===== src/rtl/emmc_ddr_pkg.sv =====
// rtl/emmc_ddr_pkg.sv - shared types, error codes and CRC16 step for the eMMC DDR DAT transmit path
package emmc_ddr_pkg;

  typedef enum logic [3:0] {
    IDLE, START, DATA, CRC, END, STAT_WAIT, STAT, BUSY, GAP, DONE
  } state_e;

  localparam logic [1:0] ERR_OK         = 2'b00;
  localparam logic [1:0] ERR_CRC_STATUS = 2'b01;
  localparam logic [1:0] ERR_UNDERRUN   = 2'b10;
  localparam logic [1:0] ERR_TIMEOUT    = 2'b11;

  localparam logic [15:0] CRC16_POLY = 16'h1021;

  function automatic logic [15:0] crc16_step(input logic [15:0] crc, input logic din);
    return {crc[14:0], 1'b0} ^ ((crc[15] ^ din) ? CRC16_POLY : 16'h0000);
  endfunction

endpackage


===== src/rtl/crc16_serial.sv =====
// rtl/crc16_serial.sv - one-bit-per-clock CRC16-CCITT engine, init 0, synchronous clear
module crc16_serial
  import emmc_ddr_pkg::*;
(
  input  logic        clk_i,
  input  logic        rst_n_i,
  input  logic        clr_i,
  input  logic        en_i,
  input  logic        din_i,
  output logic [15:0] crc_o
);

  logic [15:0] crc_q;

  always_ff @(posedge clk_i or negedge rst_n_i) begin
    if (!rst_n_i) begin
      crc_q <= '0;
    end else if (clr_i) begin
      crc_q <= '0;
    end else if (en_i) begin
      crc_q <= crc16_step(crc_q, din_i);
    end
  end

  assign crc_o = crc_q;

endmodule


===== src/rtl/emmc_ddr_dat_tx_sequencer.sv =====
// rtl/emmc_ddr_dat_tx_sequencer.sv - frames DDR block writes onto the DAT lines and handles CRC status and busy
module emmc_ddr_dat_tx_sequencer
  import emmc_ddr_pkg::*;
#(
  parameter int DATA_WIDTH   = 8,
  parameter int GAP_CYCLES   = 2,
  parameter int STATUS_WAIT  = 16,
  parameter int BUSY_TIMEOUT = 1048575
) (
  input  logic                    clk_i,
  input  logic                    rst_n_i,
  input  logic                    start_i,
  input  logic                    abort_i,
  input  logic [9:0]              block_words_i,
  input  logic [15:0]             block_count_i,
  input  logic [2*DATA_WIDTH-1:0] tx_data_i,
  input  logic                    tx_valid_i,
  output logic                    tx_ready_o,
  output logic [DATA_WIDTH-1:0]   dat_pos_o,
  output logic [DATA_WIDTH-1:0]   dat_neg_o,
  output logic                    dat_oe_o,
  input  logic                    dat0_rx_pos_i,
  output logic                    busy_o,
  output logic                    done_o,
  output logic [1:0]              err_code_o
);

  localparam int DW      = DATA_WIDTH;
  localparam int MAX_A   = (BUSY_TIMEOUT > STATUS_WAIT) ? BUSY_TIMEOUT : STATUS_WAIT;
  localparam int MAX_B   = (GAP_CYCLES > 16) ? GAP_CYCLES : 16;
  localparam int CNT_MAX = (MAX_A > MAX_B) ? MAX_A : MAX_B;
  localparam int CW      = $clog2(CNT_MAX + 1);

  state_e          state_q, state_d;
  logic [9:0]      bw_q, bw_d, word_q, word_d;
  logic [15:0]     blk_q, blk_d;
  logic [CW-1:0]   cnt_q, cnt_d;
  logic [2:0]      stat_q, stat_d;
  logic            bad_q, bad_d;
  logic [DW-1:0]   pos_q, pos_d, neg_q, neg_d;
  logic            oe_q, oe_d, ready_q, ready_d, busy_q, busy_d, done_q, done_d;
  logic [1:0]      err_q, err_d;
  logic            crc_clr, crc_en;
  logic [15:0]     crc_w [2*DW];

  // Engines 0..DW-1 carry the rising-edge bit of each line, DW..2DW-1 the falling-edge bit.
  for (genvar j = 0; j < 2*DW; j++) begin : g_crc
    crc16_serial u_crc (
      .clk_i   (clk_i),
      .rst_n_i (rst_n_i),
      .clr_i   (crc_clr),
      .en_i    (crc_en),
      .din_i   (tx_data_i[j]),
      .crc_o   (crc_w[j])
    );
  end

  always_comb begin
    state_d = state_q;
    bw_d    = bw_q;
    word_d  = word_q;
    blk_d   = blk_q;
    cnt_d   = cnt_q;
    stat_d  = stat_q;
    bad_d   = bad_q;
    pos_d   = '1;
    neg_d   = '1;
    oe_d    = 1'b0;
    done_d  = 1'b0;
    err_d   = err_q;
    crc_clr = 1'b0;
    crc_en  = 1'b0;
    case (state_q)
      IDLE: begin
        crc_clr = 1'b1;
        if (start_i) begin
          err_d = ERR_OK;
          bad_d = 1'b0;
          bw_d  = block_words_i;
          blk_d = block_count_i;
          if (block_words_i == 10'd0 || block_count_i == 16'd0) done_d  = 1'b1;
          else                                                  state_d = START;
        end
      end
      START: begin
        oe_d    = 1'b1;
        pos_d   = '0;
        neg_d   = '0;
        word_d  = bw_q;
        state_d = DATA;
      end
      DATA: begin
        if (tx_valid_i) begin
          oe_d   = 1'b1;
          crc_en = 1'b1;
          pos_d  = tx_data_i[DW-1:0];
          neg_d  = tx_data_i[2*DW-1:DW];
          if (word_q == 10'd1) begin
            state_d = CRC;
            cnt_d   = '0;
          end else begin
            word_d = word_q - 10'd1;
          end
        end else begin
          err_d   = ERR_UNDERRUN;
          state_d = DONE;
        end
      end
      CRC: begin
        oe_d = 1'b1;
        for (int i = 0; i < DW; i++) begin
          pos_d[i] = crc_w[i][4'd15 - cnt_q[3:0]];
          neg_d[i] = crc_w[DW+i][4'd15 - cnt_q[3:0]];
        end
        if (cnt_q[3:0] == 4'd15) state_d = END;
        else                     cnt_d   = cnt_q + CW'(1);
      end
      END: begin
        oe_d    = 1'b1;
        blk_d   = blk_q - 16'd1;
        cnt_d   = '0;
        state_d = STAT_WAIT;
      end
      STAT_WAIT: begin
        crc_clr = 1'b1;
        if (!dat0_rx_pos_i) begin
          state_d = STAT;
          cnt_d   = '0;
        end else if (cnt_q == CW'(STATUS_WAIT - 1)) begin
          err_d   = ERR_TIMEOUT;
          state_d = DONE;
        end else begin
          cnt_d = cnt_q + CW'(1);
        end
      end
      STAT: begin
        // Three token bits, then the token end bit is ignored.
        if (cnt_q == CW'(3)) begin
          if (stat_q != 3'b010) bad_d = 1'b1;
          state_d = BUSY;
          cnt_d   = '0;
        end else begin
          stat_d = {stat_q[1:0], dat0_rx_pos_i};
          cnt_d  = cnt_q + CW'(1);
        end
      end
      BUSY: begin
        if (dat0_rx_pos_i) begin
          if (blk_q != 16'd0 && !bad_q) begin
            state_d = GAP;
            cnt_d   = '0;
          end else begin
            err_d   = bad_q ? ERR_CRC_STATUS : ERR_OK;
            state_d = DONE;
          end
        end else if (cnt_q == CW'(BUSY_TIMEOUT - 1)) begin
          err_d   = ERR_TIMEOUT;
          state_d = DONE;
        end else begin
          cnt_d = cnt_q + CW'(1);
        end
      end
      GAP: begin
        oe_d = 1'b1;
        if (cnt_q == CW'(GAP_CYCLES - 1)) state_d = START;
        else                              cnt_d   = cnt_q + CW'(1);
      end
      DONE: begin
        done_d  = 1'b1;
        state_d = IDLE;
      end
      default: state_d = IDLE;
    endcase
    if (abort_i && state_q != IDLE) begin
      state_d = IDLE;
      pos_d   = '1;
      neg_d   = '1;
      oe_d    = 1'b0;
      done_d  = 1'b0;
      crc_en  = 1'b0;
      err_d   = err_q;
    end
    ready_d = (state_d == DATA);
    busy_d  = (state_d != IDLE);
  end

  always_ff @(posedge clk_i or negedge rst_n_i) begin
    if (!rst_n_i) begin
      state_q <= IDLE;
      bw_q    <= '0;
      word_q  <= '0;
      blk_q   <= '0;
      cnt_q   <= '0;
      stat_q  <= '0;
      bad_q   <= 1'b0;
      pos_q   <= '1;
      neg_q   <= '1;
      oe_q    <= 1'b0;
      ready_q <= 1'b0;
      busy_q  <= 1'b0;
      done_q  <= 1'b0;
      err_q   <= ERR_OK;
    end else begin
      state_q <= state_d;
      bw_q    <= bw_d;
      word_q  <= word_d;
      blk_q   <= blk_d;
      cnt_q   <= cnt_d;
      stat_q  <= stat_d;
      bad_q   <= bad_d;
      pos_q   <= pos_d;
      neg_q   <= neg_d;
      oe_q    <= oe_d;
      ready_q <= ready_d;
      busy_q  <= busy_d;
      done_q  <= done_d;
      err_q   <= err_d;
    end
  end

  assign dat_pos_o  = pos_q;
  assign dat_neg_o  = neg_q;
  assign dat_oe_o   = oe_q;
  assign tx_ready_o = ready_q;
  assign busy_o     = busy_q;
  assign done_o     = done_q;
  assign err_code_o = err_q;

endmodule

===== config.mk =====
export PLATFORM = sky130hd
export DESIGN_NAME = emmc_ddr_dat_tx_sequencer
export DESIGN_NICKNAME = d
export VERILOG_FILES = /design/src/rtl/emmc_ddr_pkg.sv /design/src/rtl/crc16_serial.sv /design/src/rtl/emmc_ddr_dat_tx_sequencer.sv
export SDC_FILE = /design/constraint.sdc
export NUM_CORES = 1
export LEC_CHECK = 0
export BUFFER_PORTS_ARGS = -buffer_cell sky130_fd_sc_hd__buf_2
export CORE_MARGIN = 3
export CORE_UTILIZATION = 40
export CTS_BUF_LIST = sky130_fd_sc_hd__clkbuf_4
export CTS_CLUSTER_SIZE = 8
export DETAILED_ROUTE_END_ITERATION = 10
export RECOVER_POWER = 50
export SLEW_MARGIN = 30
export SYNTH_ARGS = -nofsm -noshare
export SYNTH_HDL_FRONTEND = slang
export SYNTH_SLANG_ARGS = --single-unit
export TNS_END_PERCENT = 20

===== constraint.sdc =====
create_clock -name clk_i -period 6.9 [get_ports clk_i]
set_clock_uncertainty 0.15 [all_clocks]
set_input_delay 0 -clock clk_i [delete_from_list [all_inputs] [get_ports clk_i]]
set_output_delay 0 -clock clk_i [all_outputs]
set_load 0.01 [all_outputs]

=== Yosys cells after proc, flatten, opt, wreduce, memory -nomap -nowiden ===
Cells that the tools add are included.

* Register bits after elaboration: 342
* Logic and storage cells: 266
* ROM bits: 0
* Output and inout port bits: 22
* Latch bits: 0
* Memory bits (writable): 0
* Memories kept: 0

* Magnitude comparators: 1
* Reduce and logical (&&, ||, !) cells: 25
* Shift operators: 0
* Eq/ne operators: 33
* Add/sub/neg operators: 4
* Div/mod/pow operators: 0
* Bitwise operators: 34
* $mul: 0
* Mux-type cells: 139

{| class="wikitable"
|+ Operator list
! cell !! number
|-
| $mux 16 || 33
|-
| $xor 16x16->16 || 16
|-
| $mux 13 || 16
|-
| $mux 20 || 10
|-
| $pmux 20 s7 || 1
|-
| $bmux 1 s4 || 16
|-
| $mux 4 || 12
|-
| $pmux 8 s3 || 2
|-
| $pmux 4 s9 || 1
|-
| $mux 8 || 4
|-
| $pmux 16 s2 || 1
|-
| $mux 1 || 29
|-
| $ne 2x2->1 const B || 11
|-
| $add 20x1->20 const B || 1
|-
| $eq 20x1->1 const B || 1
|-
| $eq 20x2->1 const B || 1
|-
| $eq 20x20->1 const B || 1
|-
| $eq 20x4->1 const B || 1
|-
| $mux 10 || 2
|-
| $pmux 10 s2 || 1
|-
| $eq 4x3->1 const B || 4
|-
| $logic_not 16->1 || 1
|-
| $reduce_and 8->1 || 2
|-
| $reduce_bool 16->1 || 1
|-
| 28 further kinds || 68
|}

=== Depth between registers and ports, before layout ===
* Word-level depth: 7
* Depth in mapped cells: 11
* Gate-level depth less buffers: 8

=== Cells and area by module ===
Synthesis repeated with hierarchy kept, for this count alone.

* Cell total of the unflattened synthesis: 1588
* Area, all modules: 17880.9 um2

{| class="wikitable"
|+ By module, submodules not included
! module !! instances !! cells each !! area an instance (um2) !! sequential area each (um2)
|-
| crc16_serial || 16 || 58 || 688.2 || 400.4
|-
| emmc_ddr_dat_tx_sequencer || 1 || 660 || 6870.3 || 2172.1
|}

=== Least setup slack after synthesis ===
Ideal clock, no wire load.

* Path type: register to register
* Start point: register cnt_q[0]
* End point: register cnt_q[18]
* Stages on the path, launching flop included: 12
* Buffers on the path: 3
* Arrival time: 2243 ps
* Setup slack: 4386 ps
* Required time: 6629 ps
* Cell sequence: dfrtp_1 > buf_2 > clkbuf_1 > inv_1 > ha_1 > nand4_1 > nor4_2 > a21oi_1 > o2111ai_4 > buf_2 > a21o_1 > a22o_1

* Cells in the longest elaborated chain, start to end: 4

{| class="wikitable"
|+ Ends and longest elaborated chain
! what !! RTL line !! text
|-
| start, declared || emmc_ddr_dat_tx_sequencer.sv:37 || <nowiki>logic [CW-1:0] cnt_q, cnt_d;</nowiki>
|-
| start signal, assigned || emmc_ddr_dat_tx_sequencer.sv:208 || <nowiki>cnt_q <= cnt_d;</nowiki>
|-
| $add 20x1->20 || - ||
|-
| $mux 20, on equally long branches || emmc_ddr_dat_tx_sequencer.sv:156, emmc_ddr_dat_tx_sequencer.sv:129 ||
|-
| $mux 20, on equally long branches || emmc_ddr_dat_tx_sequencer.sv:148, emmc_ddr_dat_tx_sequencer.sv:126 ||
|-
| $pmux 20 s7 || emmc_ddr_dat_tx_sequencer.sv:73 || <nowiki>case (state_q)</nowiki>
|}

Several ways; a longest one is shown, not always the timed one. The select of a mux whose other input is x is not followed.
A chain may end at the register's enable or synchronous reset.

==> results.toml <==
[status]
outcome = "finished, violations left"
failed_checks = "capacitance limit, slew limit"

[worst_setup_path]
cp.required_ns = 7.05
worstRegToRegCells = 8
critPathKind = "in -> async"
worst_ep_arrival_time_ns = 4.23
rr_endpoint = "g_crc[12].u_crc.crc_o[12]$_DFFE_PN0P_"
rr_startpoint = "state_q[1]$_DFF_PN0_"
startpoint = "rst_n_i"
end_kind = "async pin"
rrSetupSlack_ns = 3.15
crit_path_start_kind = "primary input"
critPathCapture = "g_crc[10].u_crc.crc_o[6]$_DFFE_PN0P_"
path_max_fanout = 107

[sta]
worst_slew_pin_slew_ns = 2.657
fmax_ghz = 0.2454
rsz0062_at_grt = "no"
slew-limit-headroom_pct = -77.15
setup_violations = 0
slew_violations = 214
setup_tns_ns = 0
hold_viol = 0
timing.final.crit_share_pct = 59.05
min_period_ns = 4.075
setup_ws_ns = 2.825

[synthesis]
synth_compound_area_share_pct = 7.481
synthAdderAreaFrac_pct = 0.5104
yosysWarnings = 0
synth_top_family_by_area = "simple AND/OR/NAND/NOR gates"
synth-edff-count = 0
async_reset_ff_share_pct = 100.0
ys_types = 73
synth_flop_cell = "dfrtp_1"
seq_area_frac_synth_pct = 49.99
yosys.area_share.simple_pct = 24.57
ys_seq_elements = 342
syn_inst = 1798
postSynthAreaPerCell_um2 = 9.544
synth_xor_area_share_pct = 2.552
synthesis.nets = 1853
synthesis.area_mm2 = 0.01716
synth_mux_area_share_pct = 10.89

[detailed_routing]
vias_per_cell = 5.475
ant_nets = 0
wl_mm = 43.50
vias = 14163
drc = 0
firstDrtPassIters = 5
dr.first_iter.drc_count = 1331
wire_per_inst_um = 16.81

[grt]
overflow = 0
grt_max_degree = 234
grt_pass1_vias = 13967
grtUsageTotal_pct = 19.43
grt_pass1_wl_mm = 71.83
antenna_found_initial = 3

[clock_tree]
clockBufferDepth = 3
cts.sinks = 342
cts_root_buffer = "clkbuf_4"
insertion_delay_ns = 0.78
cts_hold_buf = 136
cts_buffers = 90
clk_pin_slew_worst_paths_ns = 0.06
cts_setup_buffers = 0
cts_htree_levels = 3
cts_tree = "done"
cts-resized-gates = 0

[floorplan]
coreArea_mm2 = 0.04213
die_w_um = 213.1
placementRows = 75
start_util_pct = 40.73
dieArea_mm2 = 0.04542
die_h_um = 213.1
pin_count = 70

[placement]
dp_hpwl_mm = 23.13
port_buffers = 69
place_congestion = 0.8116
dpl_worst_slack_ns = 3.366

[layout]
final_nets = 2034
multi_input_area_mm2 = 0.007934
drive_gt1_share_pct = 16.68
final_common_cell = "nand2_1"
layout_common_cells = "nand2_1, dfrtp_1, nand3_1"
num-fill-cells = 3867
seqCellArea_mm2 = 0.008589
area_growth_pct = 18.67

[pwr]
ir_drop_mv = 0.5372
p_leak_uw = 0.009619
power_density_mw_per_mm2 = 313.4

[hold_path]
hp-class = "in -> reg"

[flow_run]
maxCapViolations = 2
## worst min path at each step
stage,slack [ns],start,cells after the start,end
4_1_cts,0.009,tx_data_i[6],5,g_crc[6].u_crc.crc_o[0]$_DFFE_PN0P_
3_3_place_gp,0.004,rst_n_i,1,g_crc[0].u_crc.crc_o[13]$_DFFE_PN0P_
3_5_place_dp,0.02,rst_n_i,1,g_crc[0].u_crc.crc_o[13]$_DFFE_PN0P_
5_1_grt,0.07,tx_data_i[6],5,g_crc[6].u_crc.crc_o[0]$_DFFE_PN0P_
6_report,0.11,tx_data_i[13],5,g_crc[13].u_crc.crc_o[0]$_DFFE_PN0P_
2_1_floorplan,-0.45,rst_n_i,0,bad_q$_DFFE_PN0P_
## worst max-delay path, cell delays in order
cell           delay [ns]
dlygate4sd3_1        0.52
dlygate4sd3_1        0.55
clkbuf_1             1.01
clkbuf_2             2.04
## area by class of cell
class,instances,area share (%)
timing repair buffer,222,9.376
inverter,28,0.5161
clock inverter,20,0.5530
multi-input combinational,1295,38.96
sequential,342,42.18
tap,539,3.312
antenna,4,0.04916
clock buffer,137,5.051
## report_power, final
group	total, uW	internal (uW)	switching [uW]	leakage [uW]
clock network	1790	938	848	0.000680
registers	2520	2260	258	0.00463
logic	2080	723	1350	0.00430
total	6380	3930	2460	0.00962
## synthesized netlist by cell type (2+ instances only)
library cell | number | area (um^2)
nand2_1 | 535 | 2008
dfrtp_1 | 326 | 8158
nand3_1 | 268 | 1341
mux4_2 | 80 | 1802
o21ai_0 | 64 | 320.3
nor2_1 | 59 | 221.5
buf_2 | 58 | 290.3
clkbuf_1 | 54 | 202.7
a21oi_1 | 45 | 225.2
inv_1 | 28 | 105.1
xor2_1 | 27 | 236.5
xnor2_1 | 23 | 201.4
buf_1 | 19 | 71.32
nor2b_1 | 19 | 118.9
o221ai_1 | 17 | 148.9
dfstp_2 | 16 | 420.4
nor3_1 | 15 | 75.07
nor4_1 | 14 | 87.58
nand4_1 | 9 | 56.30
o31ai_1 | 8 | 60.06
ha_1 | 7 | 87.58
nand2b_1 | 7 | 43.79
o22ai_1 | 7 | 43.79
a21o_1 | 6 | 45.04
o211ai_1 | 6 | 45.04
mux2_2 | 5 | 56.30
o41ai_1 | 5 | 43.79
a21boi_0 | 4 | 30.03
and3_1 | 4 | 25.02
or4_1 | 4 | 30.03
a211o_1 | 3 | 26.28
a211oi_1 | 3 | 22.52
a221o_1 | 3 | 30.03
a22o_1 | 3 | 26.28
and4_1 | 3 | 26.28
a22oi_1 | 2 | 15.01
a311oi_1 | 2 | 17.52
a41oi_1 | 2 | 17.52
and2_1 | 2 | 12.51
nor3b_1 | 2 | 15.01
nor4_2 | 2 | 25.02
## state kept, by name, indices dropped and copies added (netlist names), 2 cells and up
register           cells
blk_q                 16
bw_q                  10
cnt_q                 20
dat_neg_o              8
dat_pos_o              8
err_code_o             2
g_crc.u_crc.crc_o    256
stat_q                 3
state_q                4
word_q                10
## metal layers
layer / routed length [um] / track usage, % / part of all wire (%)
met1: 20230 / 27.47 / 47
met4: 859 / 6.584 / 2.0
met5: 0 / 0 / 0
met2: 20380 / 30.01 / 47
met3: 2028 / 4.026 / 4.7
## per-stage QoR
stage	util (%)	cells	hold WS (ns)	instance area, um^2	power [uW]
floorplan	-	1798	-0.4456	17160	3845
global placement	42.31	2288	0.004062	17830	4387
detailed placement	42.40	2289	0.01858	17870	4436
CTS	48.38	2582	0.009106	20390	6447
global route	48.33	2587	0.06604	20360	6799
finish	48.33	2587	0.1064	20360	6383
## kinds of logic (layout without fill, tap and decap cells)
logic type / after synthesis / in the layout
AND/OR/NAND/NOR: 956 / 956
flip-flops: 342 / 342
AO/OA/AOI/OAI: 196 / 196
buffers and inverters: 161 / 407
multiplexers: 86 / 86
XOR/XNOR: 50 / 50
adder cells (fa/ha/maj): 7 / 7
other: 0 / 4
(Power assumes the default switching activity.)
